==> src/rtl/wb_arb_pkg.sv <==
// Shared types and constants for the two-master Wishbone arbiter.
package wb_arb_pkg;

  typedef enum logic [1:0] {
    IDLE = 2'd0,
    OWN0 = 2'd1,
    OWN1 = 2'd2
  } arb_state_e;

  localparam int unsigned           OUTST_W   = 4;
  localparam logic [OUTST_W-1:0]    MAX_OUTST = 4'd15;

endpackage

==> src/rtl/wb_arb_timeout.sv <==
// Watchdog counter for the arbiter: counts while run_i is high, clears on
// restart_i or when idle, and flags terminal count after LIMIT running clocks.
module wb_arb_timeout #(
  parameter int unsigned LIMIT = 1023
) (
  input  logic clk_i,
  input  logic rst_ni,
  input  logic run_i,
  input  logic restart_i,
  output logic tc_o
);

  localparam int unsigned CW = $clog2(LIMIT + 1);

  logic [CW-1:0] cnt_q, cnt_d;

  // Restart takes priority so a response arriving on the limit cycle wins.
  assign tc_o = run_i && !restart_i && (cnt_q == CW'(LIMIT - 1));

  always_comb begin
    cnt_d = cnt_q;
    if (restart_i || !run_i) begin
      cnt_d = '0;
    end else if (!tc_o) begin
      cnt_d = cnt_q + 1'b1;
    end
  end

  always_ff @(posedge clk_i or negedge rst_ni) begin
    if (!rst_ni) begin
      cnt_q <= '0;
    end else begin
      cnt_q <= cnt_d;
    end
  end

endmodule

==> src/rtl/wb_arbiter2.sv <==
// Two-master pipelined Wishbone arbiter, round-robin per bus cycle.
// Optional hung-cycle watchdog enabled by defining WB_ARB_TIMEOUT_EN.
module wb_arbiter2
  import wb_arb_pkg::*;
#(
  parameter  int unsigned AW             = 32,
  parameter  int unsigned DW             = 32,
  parameter  int unsigned TIMEOUT_CYCLES = 1023,
  localparam int unsigned SW             = DW / 8
) (
  input  logic              clk,
  input  logic              i_resetn,
  input  logic [1:0]        i_m2s_cyc,
  input  logic [1:0]        i_m2s_stb,
  input  logic [1:0]        i_m2s_we,
  input  logic [2*AW-1:0]   i_m2s_addr,
  input  logic [2*DW-1:0]   i_m2s_data,
  input  logic [2*SW-1:0]   i_m2s_sel,
  output logic [DW-1:0]     o_s2m_data,
  output logic [1:0]        o_s2m_ack,
  output logic [1:0]        o_s2m_stall,
  output logic [1:0]        o_s2m_err,
  output logic              o_wb_m2s_cyc,
  output logic              o_wb_m2s_stb,
  output logic              o_wb_m2s_we,
  output logic [AW-1:0]     o_wb_m2s_addr,
  output logic [DW-1:0]     o_wb_m2s_data,
  output logic [SW-1:0]     o_wb_m2s_sel,
  input  logic [DW-1:0]     i_wb_s2m_data,
  input  logic              i_wb_s2m_ack,
  input  logic              i_wb_s2m_stall,
  input  logic              i_wb_s2m_err,
  output logic [1:0]        o_grant
);

  arb_state_e         state_q, state_d;
  logic               last_q, last_d;
  logic [OUTST_W-1:0] cnt_q, cnt_d;

  logic          owning, own;
  logic          m_cyc, m_stb, m_we;
  logic [AW-1:0] m_addr;
  logic [DW-1:0] m_data;
  logic [SW-1:0] m_sel;
  logic          full, pre_stb, accept, resp, tmo;

  assign owning = (state_q != IDLE);
  assign own    = (state_q == OWN1);

  assign m_cyc  = owning & i_m2s_cyc[own];
  assign m_stb  = i_m2s_stb[own];
  assign m_we   = i_m2s_we[own];
  assign m_addr = own ? i_m2s_addr[AW +: AW] : i_m2s_addr[0 +: AW];
  assign m_data = own ? i_m2s_data[DW +: DW] : i_m2s_data[0 +: DW];
  assign m_sel  = own ? i_m2s_sel[SW +: SW]  : i_m2s_sel[0 +: SW];

  assign full    = (cnt_q == MAX_OUTST);
  // pre_stb excludes the watchdog so its restart path stays loop-free.
  assign pre_stb = m_cyc & m_stb & ~full;
  assign resp    = i_wb_s2m_ack | i_wb_s2m_err;

  assign o_wb_m2s_cyc  = m_cyc & ~tmo;
  assign o_wb_m2s_stb  = pre_stb & ~tmo;
  assign o_wb_m2s_we   = m_cyc & m_we;
  assign o_wb_m2s_addr = owning ? m_addr : '0;
  assign o_wb_m2s_data = owning ? m_data : '0;
  assign o_wb_m2s_sel  = owning ? m_sel  : '0;
  assign accept        = o_wb_m2s_stb & ~i_wb_s2m_stall;

  assign o_s2m_data = i_wb_s2m_data;
  assign o_grant    = {state_q == OWN1, state_q == OWN0};

  always_comb begin
    o_s2m_ack   = '0;
    o_s2m_err   = '0;
    o_s2m_stall = '1;
    if (owning) begin
      o_s2m_ack[own]   = m_cyc & i_wb_s2m_ack;
      o_s2m_err[own]   = (m_cyc & i_wb_s2m_err) | tmo;
      o_s2m_stall[own] = i_wb_s2m_stall | full;
    end
  end

  // Dropping cyc aborts the cycle, so outstanding transfers are forgotten.
  always_comb begin
    cnt_d = cnt_q;
    if (!m_cyc || tmo) begin
      cnt_d = '0;
    end else if (accept && !resp) begin
      cnt_d = cnt_q + 1'b1;
    end else if (!accept && resp && (cnt_q != '0)) begin
      cnt_d = cnt_q - 1'b1;
    end
  end

  always_comb begin
    state_d = state_q;
    last_d  = last_q;
    case (state_q)
      IDLE: begin
        case (i_m2s_cyc)
          2'b01:   state_d = OWN0;
          2'b10:   state_d = OWN1;
          2'b11:   state_d = last_q ? OWN0 : OWN1;
          default: state_d = IDLE;
        endcase
        if (state_d == OWN0) last_d = 1'b0;
        if (state_d == OWN1) last_d = 1'b1;
      end
      OWN0, OWN1: begin
        if (!m_cyc || tmo) state_d = IDLE;
      end
      default: state_d = IDLE;
    endcase
  end

  always_ff @(posedge clk or negedge i_resetn) begin
    if (!i_resetn) begin
      state_q <= IDLE;
      last_q  <= 1'b1;
      cnt_q   <= '0;
    end else begin
      state_q <= state_d;
      last_q  <= last_d;
      cnt_q   <= cnt_d;
    end
  end

`ifdef WB_ARB_TIMEOUT_EN
  logic wd_run, wd_restart;

  assign wd_run     = m_cyc & ((cnt_q != '0) | (m_stb & (i_wb_s2m_stall | full)));
  assign wd_restart = (pre_stb & ~i_wb_s2m_stall) | resp;

  wb_arb_timeout #(
    .LIMIT (TIMEOUT_CYCLES)
  ) u_timeout (
    .clk_i     (clk),
    .rst_ni    (i_resetn),
    .run_i     (wd_run),
    .restart_i (wd_restart),
    .tc_o      (tmo)
  );
`else
  // No watchdog in this build; TIMEOUT_CYCLES has no effect.
  assign tmo = (TIMEOUT_CYCLES == 0) & 1'b0;
`endif

endmodule
==> config.mk <==
export PLATFORM = sky130hd
export DESIGN_NAME = wb_arbiter2
export DESIGN_NICKNAME = d
export VERILOG_FILES = /design/src/rtl/wb_arb_pkg.sv /design/src/rtl/wb_arb_timeout.sv /design/src/rtl/wb_arbiter2.sv
export SDC_FILE = /design/constraint.sdc
export NUM_CORES = 1
export LEC_CHECK = 0
export BUFFER_PORTS_ARGS = -buffer_cell sky130_fd_sc_hd__clkbuf_2
export CORE_AREA = 2 2 112 114
export CTS_CLUSTER_SIZE = 20
export DETAILED_ROUTE_END_ITERATION = 8
export DIE_AREA = 0 0 114 116
export GPL_ROUTABILITY_DRIVEN = 0
export RECOVER_POWER = 100
export SLEW_MARGIN = 20
export SYNTH_ARGS = -nofsm -noshare
export SYNTH_HDL_FRONTEND = slang
export SYNTH_SLANG_ARGS = --single-unit
==> constraint.sdc <==
create_clock -name clk -period 4.45 [get_ports clk]
set_input_delay 1.1125 -clock clk [delete_from_list [all_inputs] [get_ports clk]]
set_output_delay 1.1125 -clock clk [all_outputs]
set_load 0.005 [all_outputs]
==> summary.txt, run 1 <==
Run status
  • Run status: finished clean

Die
  • Die ar.: roughly 13000 µm²
  • IO Count: 290
  • Row count: 40
  • Core footprint: 11900 µm²
  • Die height: 116 µm
  • Initial Utilization: between 15 and 20%
  • Die width: 114 µm

Final layout
  • Fillers: 1375
  • # diodes: 0
  • Final net count: between 600 and 700
  • Share of layout cells above drive strength 1: 44.6%
  • Layout area overhead: 56.2%
  • Final instance count without filler cells: 584

Timing
  • Hold Vio Cnt, Final: 0
  • Worst slew margin: 18.9%
  • TNS Setup: 0 ns
  • Clock skew: ~0.0023 ns
  • Hold slack: around 0.54 ns
  • Setup violators final: 0
  • Final period util: 82.9%
  • Worst-Margin Slew: 1.22 ns
  • Fmax: 0.271 GHz
  • Unrepaired setup endpoints after global routing: false
  • Max Slew Vio Count: 0
  • Min Tclk post-route: 3.69 ns

Synth
  • Compound-cell area share of the yosys netlist: 2.88%
  • Post-Synth Simple-Gate Area: 23.5%
  • Mux cell area share after synthesis: between 30% and 40%
  • Avg Cell Area, Syn: 7.32 µm²
  • Seq cells post-synth: 7
  • Netlist cell types: 31
  • Main synth FF type: dfrtp_1
  • Synth Cell Area: 1870 µm²
  • Ys async rst share: 100%
  • Ys Warns: 0
  • Synth Net Count: 441
  • Synth Area in Adders: roughly 5%
  • Xor/xnor cell area share of the yosys netlist: 1.41%
  • Synth Instances: 255
  • Main combinational cell family by area after synthesis: multiplexers
  • Register area share after synthesis: 9.46%
  • Post-synth EDFFs: 0

Power
  • Gate power share: 81.0%
  • Switch share: between 40 and 50%
  • Sequential cell fraction of total power: 7.9%
  • Cell Int Power: 702 µW
  • P_sw: 688 µW
  • Pwr dens: 477 nW/µm²
  • Worst-case vdd ir drop: between 300 and 400 µV
  • Clock power frac: about 11%
  • Leak Pwr: 0.00150 µW

Critical path
  • CP Max Fanout: 38
  • Critical path class: reg -> out
  • Critical path required time: 3.34 ns
  • Max incr delay on CP: roughly 0.94 ns
  • Crit path max-delay cell type: clkbuf_2
  • Worst setup SP type: register
  • R2R depth: 11
  • Endpoint class of the critical path: primary output
  • Most numerous cell on the critical path: clkbuf_2
  • Critical Path AT: 2.58 ns
  • Crit path cell chain: inv_1 -> ha_4 -> clkbuf_2 -> mux2i_1 -> nor2_1 -> clkbuf_2

Run
  • Max-cap violation count: 0

Global route
  • Largest net degree at the start of global routing: 42
  • Gr ovfl total: 0
  • Initial antenna violation count: 0
  • First-pass GRT wire length: 10.3 mm
  • Vias in the first global route: around 2100
  • Global-route total usage across every layer: 9.72%

Drt
  • DRC: 0
  • Routed len/inst: 12.5 µm
  • WL final: approximately 7.3 mm
  • Initial DRC Count: 76
  • Drt pass-1 iters: 4
  • Antenna-violating nets left: 0
  • Avg Vias per Cell: 4.06
  • Via count of the routed design: 2371

Clock network
  • Cell chosen for the clock root: clkbuf_16
  • Clock buffer depth: 2
  • Reg clk slew, reported paths: 0.03 ns
  • CTS sink cnt: 7
  • CTS Buf Count: 3
  • CTS Hold Bufs: 0
  • Setup Buffers After CTS: 0
  • Clock insertion delay at the later pin of the skew report: ~0.23 ns
  • CTS HTree Levels: 1
  • CTS tree: yes
  • Post-CTS Resized: 0

Hold path
  • Hold path depth: 2
  • Hold/Removal Path Class: reg -> reg

Place
  • Post-DP HPWL: approximately 6.3 mm
  • DP Cell Count: 580
  • Port Buffers: roughly 230
cell families (layout without fill, tap and decap cells):
logic type      count (synthesis)  in the layout
xor+xnor                        3              3
buf+inv                        57            239
simple gates                   99             99
mux                            73             73
compound gates                  9              9
fa+ha+maj                       7              7
flops                           7              7
stage by stage:
step / setup WS (ns) / total power [µW] / util (%) / area, µm²
final: 0.760 / 1390 / 24.5 / 2910
after global routing: 0.562 / 1530 / 24.5 / 2910
after CTS: 0.989 / 1470 / 25.1 / 2990
after detailed placement: 0.964 / 1310 / 24.4 / 2910
after global placement: 1.08 / 1310 / 24.4 / 2910
after floorplan: 1.17 / 838 / - / 1870
worst max-delay path: cells and delay by family, from the launching register on:
kind,cells,cell delay [ns]
buffers and inverters,3,1.26
adders and majority gates,1,0.29
muxes,1,0.27
DFF,1,0.41
and+or+nand+nor,1,0.09
final timing paths:
kind | startpoint | end | slack (ns)
max | state_q[0] | o_wb_m2s_sel[0] | 0.76
min | last_q | last_q | 0.54
max reg2reg | state_q[0] | cnt_q[3] | 1.15
min reg2reg | last_q | last_q | 0.54
max in group asynchronous | i_resetn | last_q | 3.37
min in group asynchronous | i_resetn | cnt_q[0] | 0.77
cells in the final DEF (no fill, tap or decap), types with 2 or more instances in the layout:
cell type / netlist / final
clkbuf_2: 0 / 184
nor2_1: 77 / 77
mux2i_1: 72 / 73
clkbuf_1: 9 / 43
inv_1: 7 / 7
dfrtp_1: 6 / 6
nand2_1: 5 / 5
a21oi_1: 4 / 4
ha_1: 6 / 4
xnor2_1: 3 / 3
nand3_1: 3 / 3
clkbuf_16: 0 / 3
nand3b_1: 2 / 2
and3_1: 2 / 2
cell usage after synthesis, types with 2 or more instances:
library cell / n / area share [%]
nand3_1: 3 / 0.80
mux2i_1: 72 / 39
and3_1: 2 / 0.67
xnor2_1: 3 / 1.4
inv_1: 7 / 1.4
dfrtp_1: 6 / 8.0
clkbuf_1: 9 / 1.8
a21oi_1: 4 / 1.1
nor2_1: 77 / 15
nand3b_1: 2 / 0.80
ha_1: 6 / 4.0
buf_4: 34 / 14
nand2_1: 5 / 1.0
or2_2: 2 / 0.67
buf_1: 7 / 1.4
state kept, by name (all words and copies together) (netlist names):
register  flops
cnt_q         4
last_q        1
state_q       2
layer usage:
metal | track usage [%] | routed length, µm | vias to the layer above | share of wire, %
met3 | 2.09 | 686 | 19 | 9.4
met4 | 3.01 | 111 | 0 | 1.5
met2 | 16.7 | 3430 | 127 | 47
met5 | 0 | 0 | - | 0
li1 | - | - | 1189 | -
met1 | 12.2 | 3060 | 1036 | 42
power by group through the flow:
stage	clock network, µW	logic, µW	registers, µW
finish	155	1130	109
global route	162	1260	113
CTS	159	1200	109
detailed placement	0	1200	110
global placement	0	1200	110
floorplan	0	735	103
area by class of cell:
cell class,count,area [µm²],share of cell area [%]
inverter,7,26.3,0.902
multi-input combinational,191,1360,46.6
tap,147,184,6.31
clock buffer,4,78.8,2.71
timing repair buffer,228,1090,37.4
sequential,7,176,6.05
Note: power is estimated with default switching activity, not from simulation.
==> run 2: changes to the inputs <==
==> constraint.sdc (replaced) <==
create_clock -name clk -period 3.1 [get_ports clk]
set_input_delay 0.775 -clock clk [delete_from_list [all_inputs] [get_ports clk]]
set_output_delay 0.775 -clock clk [all_outputs]
set_load 0.005 [all_outputs]
==> run 2 against run 1 <==
Against the previous run:
- first-iteration DRC count decreased by 50%
- die area unchanged
- critical path depth increased by 2
- global-route usage decreased by 0.26 points
- count of clock-buffer cells in the layout unchanged
- critical path type unchanged
- cell count increased by 0.34%
- wire length decreased by 1.2%
- largest power group unchanged
- clock power increased by 42%
- highest routed layer unchanged
- non-clock buffer count increased by 2
- via count decreased by 0.97%
- flip-flop and latch count unchanged
- sequential power increased by 42%
==> summary.txt, run 2 (synthesis results as in run 1) <==
Timing
  • Worst-Margin Slew: around 0.75 ns
  • Clock skew: around 0.0017 ns
  • Final period util: between 90% and 100%
  • TNS Setup: 0 ns
  • Setup violators final: 0
  • Min Tclk post-route: 2.87 ns
  • Max Slew Vio Count: 0
  • Hold Vio Cnt, Final: 0
  • Fmax: ~0.35 GHz
  • Worst slew margin: about half
  • Unrepaired setup endpoints after global routing: false
  • Hold slack: 0.459 ns

Die
  • Row count: 40
  • Die width: 114 µm
  • Die ar.: 13200 µm²
  • IO Count: 290
  • Initial Utilization: ~16%
  • Core footprint: approximately 12000 µm²
  • Die height: between 100 and 150 µm

Critical path
  • Reg2Reg Setup Slack: ~0.26 ns
  • CP Max Fanout: 7
  • Worst setup SP type: register
  • Critical path required time: between 2 and 2.5 ns
  • R2R depth: 12
  • Endpoint class of the critical path: primary output
  • Reg2reg end: cnt_q[3]
  • Startpoint of the worst register-to-register path: state_q[0]
  • Critical path class: reg -> out
  • Critical Path AT: 2.09 ns

Final layout
  • Final instance area: 2940 µm²
  • Commonest non-fill, non-tap cell in the layout: clkbuf_2
  • Share of layout cells above drive strength 1: 44.4%
  • Final net count: 626
  • Layout area overhead: 57.3%
  • Largest Register: cnt_q
  • Most frequent cells in the layout: clkbuf_2, nor2_1, mux2i_1
  • Core Util, Final: 24.6%
  • Final instance count without filler cells: 586
  • Biggest regs: cnt_q (4), state_q (2), last_q (1)
  • # diodes: 0
  • Largest register FFs: 4

Global route
  • Gr ovfl total: 0
  • Largest net degree at the start of global routing: 76
  • First-pass GRT wire length: 10.0 mm
  • Global-route total usage across every layer: under 10%
  • Vias in the first global route: 2050
  • Initial antenna violation count: 0

Drt
  • Via count of the routed design: around 2300
  • Drt pass-1 iters: 4
  • Antenna-violating nets left: 0
  • Avg Vias per Cell: 4.01
  • DRC: 0
  • Initial DRC Count: 38
  • WL final: roughly 7 mm
  • Routed len/inst: 12.3 µm

Clock network
  • Clock insertion delay at the later pin of the skew report: 0.23 ns
  • Reg clk slew, reported paths: about 0.040 ns
  • Clock buffer depth: 2
  • Cell chosen for the clock root: clkbuf_16
  • CTS Buf Count: 3
  • CTS tree: yes
  • CTS Hold Bufs: 0
  • CTS sink cnt: 7
  • CTS HTree Levels: 1

Run status
  • Run status: finished clean

Place
  • DP Cell Count: 582
  • Post-DP HPWL: ~6 mm
  • Port Buffers: 225
  • DP Area: 2930 µm²

Power
  • Worst-case vdd ir drop: 434 µV
  • Leak Pwr: 0.00150 µW
  • Pwr dens: 679 nW/µm²

Run
  • Max-cap violation count: 0

Hold path
  • Hold/Removal Path Class: in -> async
==> run 2: changes by cell type in the layout (fill, tap and decap cells not counted) <==
cell / delta
or2_2: +1
or2_0: -1
buf_12: +1
clkbuf_2: -5
clkbuf_1: +3
ha_4: -1
ha_1: +1
clkbuf_4: +1
buf_4: +2
nor3_1: -1
nor3_2: +1
==> run 2: report_power, final <==
part           internal [µW]  total, µW  switching (µW)
logic                    710       1620             907
clock network            171        220            48.9
registers                124        155            30.6
==> run 2: worst max-delay path, stage by stage, from the launching register on <==
cell,delay [ns]
dfrtp_1,0.41
inv_1,0.12
ha_2,0.22
mux2i_1,0.34
or2_2,0.19
buf_4,0.14
inv_1,0.12
and3_1,0.20
clkbuf_2,0.11
==> run 2: worst max-delay path by stage <==
stage | startpoint | end | slack (ns) | depth (start not counted)
6_report | state_q[0] | o_s2m_err[1] | 0.23 | 8
3_3_place_gp | i_m2s_cyc[1] | cnt_q[3] | 0.10 | 11
4_1_cts | state_q[0] | cnt_q[3] | 0.08 | 12
2_1_floorplan | i_m2s_cyc[1] | cnt_q[3] | 0.16 | 11
3_5_place_dp | i_m2s_cyc[1] | cnt_q[3] | 0.04 | 11
5_1_grt | state_q[0] | cnt_q[3] | 0.08 | 12
==> run 2: what timing repair did <==
action                                  CTS  global route
setup buffers                             0             0
endpoints found under the setup margin    0             1
gates resized for setup                   0             2
endpoints found under the hold margin     0             0
==> run 2: routing by layer <==
metal  track usage [%]  vias to the layer above  share of wire, %
met3              2.67                       20                10
met1              12.1                     1009                42
met2              15.7                      128                46
met5                 0                        -                 0
li1                  -                     1191                 -
met4              2.44                        0               1.6
==> run 2: through the flow <==
step | total power, µW | setup WS (ns)
floorplan | 1200 | 0.156
detailed placement | 1860 | 0.0436
CTS | 2090 | 0.0835
finish | 1990 | 0.231
global route | 2180 | 0.0826
global placement | 1860 | 0.102
==> run 2: area by class of cell <==
type	count	area, µm²
clock buffers	4	78.8
fillers	1368	8980
inverters	7	26.3
multi-input cells	191	1350
flip-flops and latches	7	176
well taps	147	184
repair buffers	230	1120
==> run 3: changes to the inputs <==
--- a/config.mk
+++ b/config.mk
@@ -11,8 +11,10 @@
 export DETAILED_ROUTE_END_ITERATION = 8
 export DIE_AREA = 0 0 114 116
 export GPL_ROUTABILITY_DRIVEN = 0
+export PLACE_DENSITY = 0.5
 export RECOVER_POWER = 100
 export SLEW_MARGIN = 20
 export SYNTH_ARGS = -nofsm -noshare
 export SYNTH_HDL_FRONTEND = slang
+export SYNTH_HIERARCHICAL = 1
 export SYNTH_SLANG_ARGS = --single-unit
==> run 3 against run 2 <==
Against the previous run:
- flip-flop and latch count did not move
- critical path type unchanged
- utilization about the same
- hold slack got worse by 0.0075 ns
- design area fell by 0.17%
- largest power group unchanged
- via count grew 3.0%
- critical endpoint unchanged
- die area is the same
- clock power barely moved
- highest routed layer unchanged
==> summary.txt, run 3 <==
Synth
  • Avg Cell Area, Syn: about 7.3 µm²
  • Top-count cell post-synth: nor2_1
  • Yosys top cell by area: mux2i_1
  • Seq cells post-synth: 7
  • Register area share after synthesis: 9.46%
  • Ys Warns: 6
  • Area contributors post-synth: mux2i_1, nor2_1, buf_4, dfrtp_1, ha_1
  • Post-synth EDFFs: 0
  • Netlist cell types: 31
  • Ys async rst share: 100%
  • Synth top cells by count: nor2_1, mux2i_1, buf_4
  • Synth Cell Area: 1870 µm²
  • Main synth FF type: dfrtp_1
  • Synth Net Count: 441
  • Post-synth top area share: 38.6%
  • Synth Instances: 255

Drt
  • DRC: 0
  • Antenna-violating nets left: 0
  • Routed len/inst: approximately 13 µm
  • Via count of the routed design: 2418
  • Avg Vias per Cell: 4.12
  • WL final: between 7 and 8 mm
  • Initial DRC Count: 79
  • Drt pass-1 iters: 4

Place
  • Port Buffers: 225
  • Post-DP HPWL: 6.51 mm
  • DP Cell Count: 583
  • Dpl ws: roughly 0.046 ns

Power
  • Leak Pwr: 0.00149 µW
  • Tot Pwr: 2000 µW
  • Pwr dens: roughly 680 nW/µm²
  • Worst-case vdd ir drop: 494 µV

Critical path
  • Critical path class: reg -> out
  • Reg2Reg Setup Slack: 0.26 ns
  • Worst setup SP type: register
  • Reg2reg end: cnt_q[3]
  • Crit path cell chain: inv_1 -> ha_2 -> mux2i_1 -> or2_2 -> buf_4 -> inv_1 -> and3_1 -> clkbuf_1
  • Crit path to: o_s2m_err[1]
  • R2R depth: 12
  • Critical path required time: 2.32 ns
  • CP Max Fanout: 7
  • Max incr delay on CP: 0.42 ns
  • Endpoint class of the critical path: primary output
  • Crit path max-delay cell type: dfrtp_2
  • Critical Path AT: 2.11 ns
  • Startpoint of the worst register-to-register path: state_q[0]
  • Worst Setup SP: state_q[0]
  • Most numerous cell on the critical path: inv_1

Clock network
  • Cell chosen for the clock root: clkbuf_16
  • CTS Hold Bufs: 0
  • Clock buffer depth: 2
  • Clock insertion delay at the later pin of the skew report: around 0.23 ns
  • CTS HTree Levels: 1
  • Reg clk slew, reported paths: 0.04 ns
  • CTS sink cnt: 7
  • CTS tree: yes
  • CTS Buf Count: 3

Timing
  • Min Tclk post-route: ~2.9 ns
  • Unrepaired setup endpoints after global routing: false
  • Hold Vio Cnt, Final: 0
  • Final period util: 92.9%
  • Max Slew Vio Count: 0
  • Worst-Margin Slew: 0.747 ns
  • Clock skew: 0.00246 ns
  • Setup violators final: 0
  • Fmax: 0.347 GHz
  • Worst slew margin: 50.2%
  • Final worst slack: around 0.22 ns
  • TNS Setup: 0 ns

Final layout
  • Final net count: around 630
  • # diodes: 0
  • Commonest non-fill, non-tap cell in the layout: clkbuf_2
  • Share of layout cells above drive strength 1: between 40% and 50%
  • Biggest regs: cnt_q (4), state_q (2), last_q (1)
  • Core Util, Final: 24.6%
  • Layout area overhead: 57.1%
  • Final instance count without filler cells: ~600
  • Largest register FFs: 4
  • Most frequent cells in the layout: clkbuf_2, nor2_1, mux2i_1
  • Largest Register: cnt_q

Die
  • IO Count: 290
  • Initial Utilization: about 16%
  • Die width: about 110 µm
  • Die height: approximately 120 µm
  • Die ar.: 13200 µm²
  • Row count: 40
  • Core footprint: 11900 µm²

Run
  • Max-cap violation count: 0

Global route
  • Gr ovfl total: 0
  • Initial antenna violation count: 0
  • Global-route total usage across every layer: 9.69%
  • Largest net degree at the start of global routing: 76
  • First-pass GRT wire length: 10.5 mm
  • Vias in the first global route: 2214

Hold path
  • Hold/Removal Path Class: in -> async

Run status
  • Run status: finished clean
==> run 3: routing by layer <==
layer | wire (µm) | vias up | track usage [%]
met3 | 635 | 8 | 2.04
met5 | 0 | - | 0
li1 | - | 1189 | -
met4 | 40 | 0 | 1.22
met2 | 3780 | 131 | 17.6
met1 | 3070 | 1090 | 12.1
==> run 3: layout make-up <==
| class | count | area [µm²] |
|---|---|---|
| clock buffer | 4 | 78.8 |
| fill | 1363 | 8980 |
| inverter | 7 | 26.3 |
| multi-input combinational | 191 | 1350 |
| sequential | 7 | 178 |
| tap | 147 | 184 |
| timing repair buffer | 231 | 1110 |
==> run 3: logic make-up (layout without fill, tap and decap cells) <==
| group | count (synthesis) | in the layout | synth area share [%] |
|---|---|---|---|
| AND/OR/NAND/NOR | 99 | 99 | 23.5 |
| multiplexers | 73 | 73 | 39.4 |
| buffers and inverters | 57 | 242 | 18.3 |
| AO/OA/AOI/OAI | 9 | 9 | 2.88 |
| adder cells (fa/ha/maj) | 7 | 7 | 5.10 |
| flip-flops | 7 | 7 | 9.46 |
| XOR/XNOR | 3 | 3 | 1.41 |
==> run 3: worst min path at each step <==
stage | startpoint | end | slack (ns) | cells past startpoint
2_1_floorplan | i_resetn | cnt_q[0] | 0.48 | 0
3_3_place_gp | last_q | last_q | 0.53 | 2
3_5_place_dp | last_q | last_q | 0.55 | 2
4_1_cts | i_resetn | state_q[0] | 0.39 | 1
5_1_grt | i_resetn | cnt_q[2] | 0.48 | 1
6_report | i_resetn | cnt_q[0] | 0.45 | 1
==> run 3: what timing repair did <==
action | in CTS | in global routing
buffers inserted | 0 | 0
gates resized for setup | 0 | 3
setup endpoints to repair | 0 | 4
==> run 3: stage by stage <==
step	instance area (µm²)	hold WS [ns]
2_1_floorplan	1870	0.479
3_3_place_gp	2930	0.528
3_5_place_dp	2930	0.551
4_1_cts	3010	0.386
5_1_grt	2930	0.476
6_report	2930	0.452
==> run 3: power by group <==
| group | leakage, µW | switching [µW] | internal [µW] |
|---|---|---|---|
| Clock | 0.0000382 | 50.6 | 171 |
| Combinational | 0.00136 | 919 | 702 |
| Sequential | 0.0000905 | 30.6 | 125 |
==> run 3: critical path: cells and delay by family (launching register included) <==
kind	cells	cell delay [ns]
multiplexers	1	0.13
AND/OR/NAND/NOR	2	0.51
adder cells (fa/ha/maj)	1	0.22
buffers and inverters	4	0.60
flip-flops	1	0.42
